[src/rtl/scratchpad_backdoor_responder.sv]
// Scratchpad backdoor responder: arbitrates a 32-bit byte-addressed backdoor
// channel against a word-indexed functional port onto a single SRAM port.
module scratchpad_backdoor_responder #(
  parameter logic [31:0] BASE_ADDR    = 32'h6400_0000,
  parameter int unsigned MEM_BYTES    = 65536,
  parameter int unsigned STARVE_LIMIT = 8,
  localparam int unsigned AW          = $clog2(MEM_BYTES / 8)
) (
  input  logic          clk,
  input  logic          rst,
  input  logic          bd_req_valid,
  output logic          bd_req_ready,
  input  logic          bd_req_write,
  input  logic [31:0]   bd_req_addr,
  input  logic [63:0]   bd_req_wdata,
  output logic          bd_rsp_valid,
  input  logic          bd_rsp_ready,
  output logic [63:0]   bd_rsp_rdata,
  output logic          bd_rsp_err,
  input  logic          fn_valid,
  output logic          fn_ready,
  input  logic          fn_write,
  input  logic [AW-1:0] fn_addr,
  input  logic [63:0]   fn_wdata,
  input  logic [7:0]    fn_mask,
  output logic          fn_rsp_valid,
  output logic [63:0]   fn_rdata,
  output logic          mem_req,
  output logic          mem_write,
  output logic [AW-1:0] mem_addr,
  output logic [63:0]   mem_wdata,
  output logic [7:0]    mem_mask,
  input  logic [63:0]   mem_rdata
);

  localparam int unsigned SW       = $clog2(STARVE_LIMIT + 1);
  localparam logic [32:0] END_ADDR = 33'(BASE_ADDR) + 33'(MEM_BYTES);

  typedef enum logic [1:0] {IDLE, RD_WAIT, RSP} state_t;

  state_t          state, state_d;
  logic [SW-1:0]   starve_cnt, starve_d;
  logic [63:0]     rdata_d;
  logic            err_d;
  logic            in_range;
  logic            bd_mem;
  logic            fn_acc;

  assign in_range = (bd_req_addr >= BASE_ADDR) && ({1'b0, bd_req_addr} < END_ADDR)
                    && (bd_req_addr[2:0] == 3'b000);

  always_ff @(posedge clk or posedge rst) begin
    if (rst) state <= IDLE;
    else     state <= state_d;
  end

  // Arbitration, FSM next state, SRAM port mux; reset gates every handshake.
  always_comb begin
    state_d      = state;
    starve_d     = starve_cnt;
    rdata_d      = bd_rsp_rdata;
    err_d        = bd_rsp_err;
    bd_req_ready = 1'b0;
    bd_mem       = 1'b0;
    unique case (state)
      IDLE: begin
        bd_req_ready = !rst && bd_req_valid
                       && (!fn_valid || starve_cnt == SW'(STARVE_LIMIT));
        if (!rst && bd_req_valid && !bd_req_ready && starve_cnt != SW'(STARVE_LIMIT))
          starve_d = starve_cnt + SW'(1);
        if (bd_req_ready) begin
          starve_d = '0;
          rdata_d  = '0;
          state_d  = RSP;
          if (in_range) begin
            bd_mem = 1'b1;
            err_d  = 1'b0;
            if (!bd_req_write) state_d = RD_WAIT;
          end else begin
            err_d = 1'b1;
          end
        end
      end
      RD_WAIT: begin
        rdata_d = mem_rdata;
        state_d = RSP;
      end
      RSP: begin
        if (bd_rsp_ready) state_d = IDLE;
      end
      default: state_d = IDLE;
    endcase

    fn_ready  = !rst && !bd_mem;
    fn_acc    = fn_valid && fn_ready;
    mem_req   = bd_mem || fn_acc;
    mem_write = fn_write;
    mem_addr  = fn_addr;
    mem_wdata = fn_wdata;
    mem_mask  = fn_mask;
    if (bd_mem) begin
      mem_write = bd_req_write;
      mem_addr  = AW'((bd_req_addr - BASE_ADDR) >> 3);
      mem_wdata = bd_req_wdata;
      mem_mask  = 8'hFF;
    end
  end

  always_ff @(posedge clk or posedge rst) begin
    if (rst) begin
      starve_cnt   <= '0;
      bd_rsp_rdata <= '0;
      bd_rsp_err   <= 1'b0;
      fn_rsp_valid <= 1'b0;
    end else begin
      starve_cnt   <= starve_d;
      bd_rsp_rdata <= rdata_d;
      bd_rsp_err   <= err_d;
      fn_rsp_valid <= fn_acc && !fn_write;
    end
  end

  assign bd_rsp_valid = (state == RSP);
  // SRAM read data is already registered; functional returns pass straight through.
  assign fn_rdata     = mem_rdata;

endmodule

[config.mk]
export PLATFORM = sky130hd
export DESIGN_NAME = scratchpad_backdoor_responder
export DESIGN_NICKNAME = d
export VERILOG_FILES = /design/src/rtl/scratchpad_backdoor_responder.sv
export SDC_FILE = /design/constraint.sdc
export NUM_CORES = 1
export LEC_CHECK = 0
export CAP_MARGIN = 15
export CORE_AREA = 2 2 183 185
export DETAILED_ROUTE_END_ITERATION = 8
export DIE_AREA = 0 0 185 187
export PLACE_DENSITY = 0.48
export SLEW_MARGIN = 5
export SYNTH_ARGS = -nofsm -noshare
export SYNTH_HDL_FRONTEND = slang
export SYNTH_SLANG_ARGS = --single-unit
[constraint.sdc]
create_clock -name clk -period 3.93 [get_ports clk]
set_input_delay 0.393 -clock clk [delete_from_list [all_inputs] [get_ports clk]]
set_output_delay 0.393 -clock clk [all_outputs]
set_load 0.05 [all_outputs]
==> key figures <==
Yosys
  • Nets in the synthesized netlist: 611
  • Synth Area per Inst: 11.87 sq um
  • Top cells by instance count after synthesis: sky130_fd_sc_hd__mux2_2 (79), sky130_fd_sc_hd__dfrtp_1 (72), sky130_fd_sc_hd__a22o_1 (66)
  • Count of mapped cells out of synthesis: 357
  • Cell types with the largest area share after synthesis: sky130_fd_sc_hd__dfrtp_1 (43%), sky130_fd_sc_hd__mux2_2 (21%), sky130_fd_sc_hd__a22o_1 (14%)
  • Proportion of register bits with asynchronous set or reset after synthesis: 100.0%
  • Number of warnings issued by yosys: 0
  • Post-synthesis sequential element count: 72
  • Cell type contributing the most total cell area after synthesis: sky130_fd_sc_hd__dfrtp_1
  • Dominant register cell in the synthesized netlist: sky130_fd_sc_hd__dfrtp_1
  • Synthesized cell area: 4239 sq um
  • Number of enable flip-flop cells after synthesis: 0
  • Proportion of synthesized chip area in sequential cells: 42.50%
  • Synth unique cells: 30
  • Cell with the most instances after synthesis: sky130_fd_sc_hd__mux2_2
  • Fraction of post-synthesis cell area in the top cell type by area: 42.50%

Worst setup path
  • Crit Path Category: in2out
  • Worst R2R Start: starve_cnt[1]
  • Nature of the critical path startpoint: primary input
  • Data required time of the critical path: 3.54 ns
  • Reg-to-reg endpoint: bd_rsp_rdata[15]
  • CP Capture Type: output pin
  • Worst Reg2Reg Path Length in Cells: 7
  • Critical path data arrival time: 3.06 ns
  • Critical path launch point: rst
  • Peak fanout along the critical path: 34
  • Worst reg2reg setup slack: 1.63 ns

Worst hold path
  • Number of instances on the worst hold path: 1
  • Worst min-delay path category: reg2reg
  • End point of the most critical hold path: bd_rsp_rdata[49]
  • Min-delay src: bd_rsp_rdata[49]

STA
  • Count of endpoints failing hold in the final timing report: 0
  • Minimum period implied by the final worst setup slack: 3.453 ns
  • FMAX: 289.6 MHz
  • Number of failing setup endpoints in the final timing report: 0
  • Post-route fraction of the period consumed by the critical path: 87.86%
  • Number of slew-limit violations in the final report: 0
  • Relative slew slack: 42.06%
  • Transition time at the pin with the least slew margin: 0.8668 ns
  • Max Clock Skew: 0.008485 ns
  • RSZ-0062 raised after global routing: false
  • Setup Total Neg Slack: 0 ns
  • Worst hold slack: 0.4943 ns

Clock tree
  • Clock buffer count from CTS: 9
  • Buffer levels on the longest clock path: 2
  • Total number of clock tree sinks: 72
  • Clock root cell: sky130_fd_sc_hd__clkbuf_16
  • Resized cells post-CTS: 0
  • Clock insertion delay at the later pin of the skew report: 0.34 ns
  • Hold-fix buffer count after cts: 0
  • Total setup buffers inserted after CTS: 0
  • Worst-path clk slew: 0.06 ns
  • Clock tree from TritonCTS: yes
  • H-tree depth: 3

Job
  • Max-capacitance violation count: 0

Layout
  • Area added between synthesis and finish: 116.6%
  • Layout cell share with drive strength beyond 1: 25.98%
  • Filler cell count: 3482
  • Number of nets in the final layout: 1011
  • Share of the core filled with cells in the final layout: 27.94%

Detailed routing
  • Detailed-routed wire length on met3: 2883 um
  • Met2 wire length: 12530 um
  • Number of DRC markers after the initial detailed-route iteration: 151
  • Number of vias in the routed layout: 4424
  • Per-cell via count in the routed design: 3.653
  • Uppermost routed layer: met5
  • Initial DRT Pass Iterations: 4
  • DRC violation count after routing: 0
  • Routed wirelength normalized by instance count: 19.59 um
  • DRT Wirelength: 23730 um
  • Met1 routed wirelength after detailed routing: 8052 um
  • Antenna viol nets, final: 0

Pwr
  • Reported leakage power: 3.746 nW
  • Max VDD drop: 0.0001527 V
  • Total chip power: 2.621 mW
  • PwrDens: 285.5 nW/um^2

Floorplanning
  • Number of standard-cell rows in the floorplan: 67
  • I/O pin count: 472
  • Starting density of the core: 12.90%
  • Full die area: 34600 sq um
  • Height of the die: 187 um
  • Core area: 32860 sq um
  • Width of the chip: 185 um

Global route
  • Global-route wire length before repair: 32610 um
  • Total track usage: 13.14%
  • Vias in the first global route: 4619
  • Initial antenna violation count: 8
  • Maximum number of pins on one net before global-route repair: 56
  • Remaining global-route overflow: 0

Placement
  • Weighted congestion reported at the end of routability-driven placement: 0.8152
  • Final HPWL from detailed placement: 20390 um
  • Count of port buffers added during placement: 471

Status
  • Outcome: completed
[cell families (layout without fill, tap and decap cells)]
group,after synthesis,count (layout),share of synthesized area [%]
adder cells (fa/ha/maj),2,2,0.5902
buffers and inverters,92,497,15.44
other,0,1,0
AO/OA/AOI/OAI,74,74,14.88
AND/OR/NAND/NOR,38,38,5.608
multiplexers,79,79,20.99
flip-flops,72,72,42.50
[worst max-delay path, cell delays in order]
cell and delay [ns]:
sky130_fd_sc_hd__clkdlybuf4s50_1 0.51, sky130_fd_sc_hd__or4b_1 0.71, sky130_fd_sc_hd__nor4b_4 0.41, sky130_fd_sc_hd__buf_4 0.43, sky130_fd_sc_hd__mux2_2 0.39, sky130_fd_sc_hd__buf_4 0.19
[cell usage in the layout, fill, tap and decap left out, types with 2 or more instances in the layout]
cell type	instances
sky130_fd_sc_hd__clkinvlp_4	2
sky130_fd_sc_hd__nor3_1	2
sky130_fd_sc_hd__nand2_1	5
sky130_fd_sc_hd__nor2b_1	2
sky130_fd_sc_hd__nand3b_1	2
sky130_fd_sc_hd__bufinv_16	2
sky130_fd_sc_hd__dfrtp_1	72
sky130_fd_sc_hd__mux2_2	79
sky130_fd_sc_hd__clkdlybuf4s50_1	383
sky130_fd_sc_hd__clkbuf_16	9
sky130_fd_sc_hd__ha_1	2
sky130_fd_sc_hd__inv_1	3
sky130_fd_sc_hd__buf_12	11
sky130_fd_sc_hd__or2_2	6
sky130_fd_sc_hd__nor2_1	5
sky130_fd_sc_hd__nor4_1	5
sky130_fd_sc_hd__nand2b_1	2
sky130_fd_sc_hd__buf_4	83
sky130_fd_sc_hd__a22o_1	66
sky130_fd_sc_hd__a21oi_1	3
sky130_fd_sc_hd__or2_1	2
[routing by layer]
metal,up-vias,track usage (%)
met5,-,0
met4,10,2.350
met3,22,6.133
met2,277,25.04
met1,2049,12.90
li1,2066,-
[final cells by class]
cell class | count | area, sq um | share of cell area, %
Timing Repair Buffer | 477 | 4677 | 50.94
Sequential cell | 72 | 1802 | 19.62
Multi-Input combinational cell | 193 | 1802 | 19.62
Tap cell | 448 | 560.5 | 6.105
Clock buffer | 10 | 229.0 | 2.494
Clock inverter | 6 | 92.59 | 1.008
Inverter | 4 | 16.27 | 0.1772
Antenna cell | 1 | 2.502 | 0.02726
[worst max path at each step]
| stage | end | slack (ns) |
|---|---|---|
| CTS | mem_addr[8] | 0.48 |
| finish | mem_addr[0] | 0.48 |
| floorplan | mem_req | 0.99 |
| global route | mem_addr[0] | 0.39 |
| global placement | mem_addr[8] | 0.51 |
| detailed placement | mem_addr[8] | 0.48 |
[flip-flops by register name, indices dropped and copies added (netlist names)]
name	cells
state	2
fn_rsp_valid	1
bd_rsp_err	1
bd_rsp_rdata	64
starve_cnt	4
[report_power, final]
part | internal (mW) | switching, mW | total [mW]
combinational | 0.427 | 0.520 | 0.947
clock | 0.560 | 0.334 | 0.894
sequential | 0.760 | 0.0204 | 0.780
total | 1.75 | 0.875 | 2.62
[through the flow]
step | cells | instance area (sq um) | setup slack [ns]
floorplan | 357 | 4239 | 0.9921
global placement | 1194 | 8857 | 0.5051
detailed placement | 1194 | 8857 | 0.4825
CTS | 1210 | 9179 | 0.4758
global route | 1211 | 9181 | 0.3887
finish | 1211 | 9181 | 0.4771
Note: power is estimated with default switching activity, not from simulation.
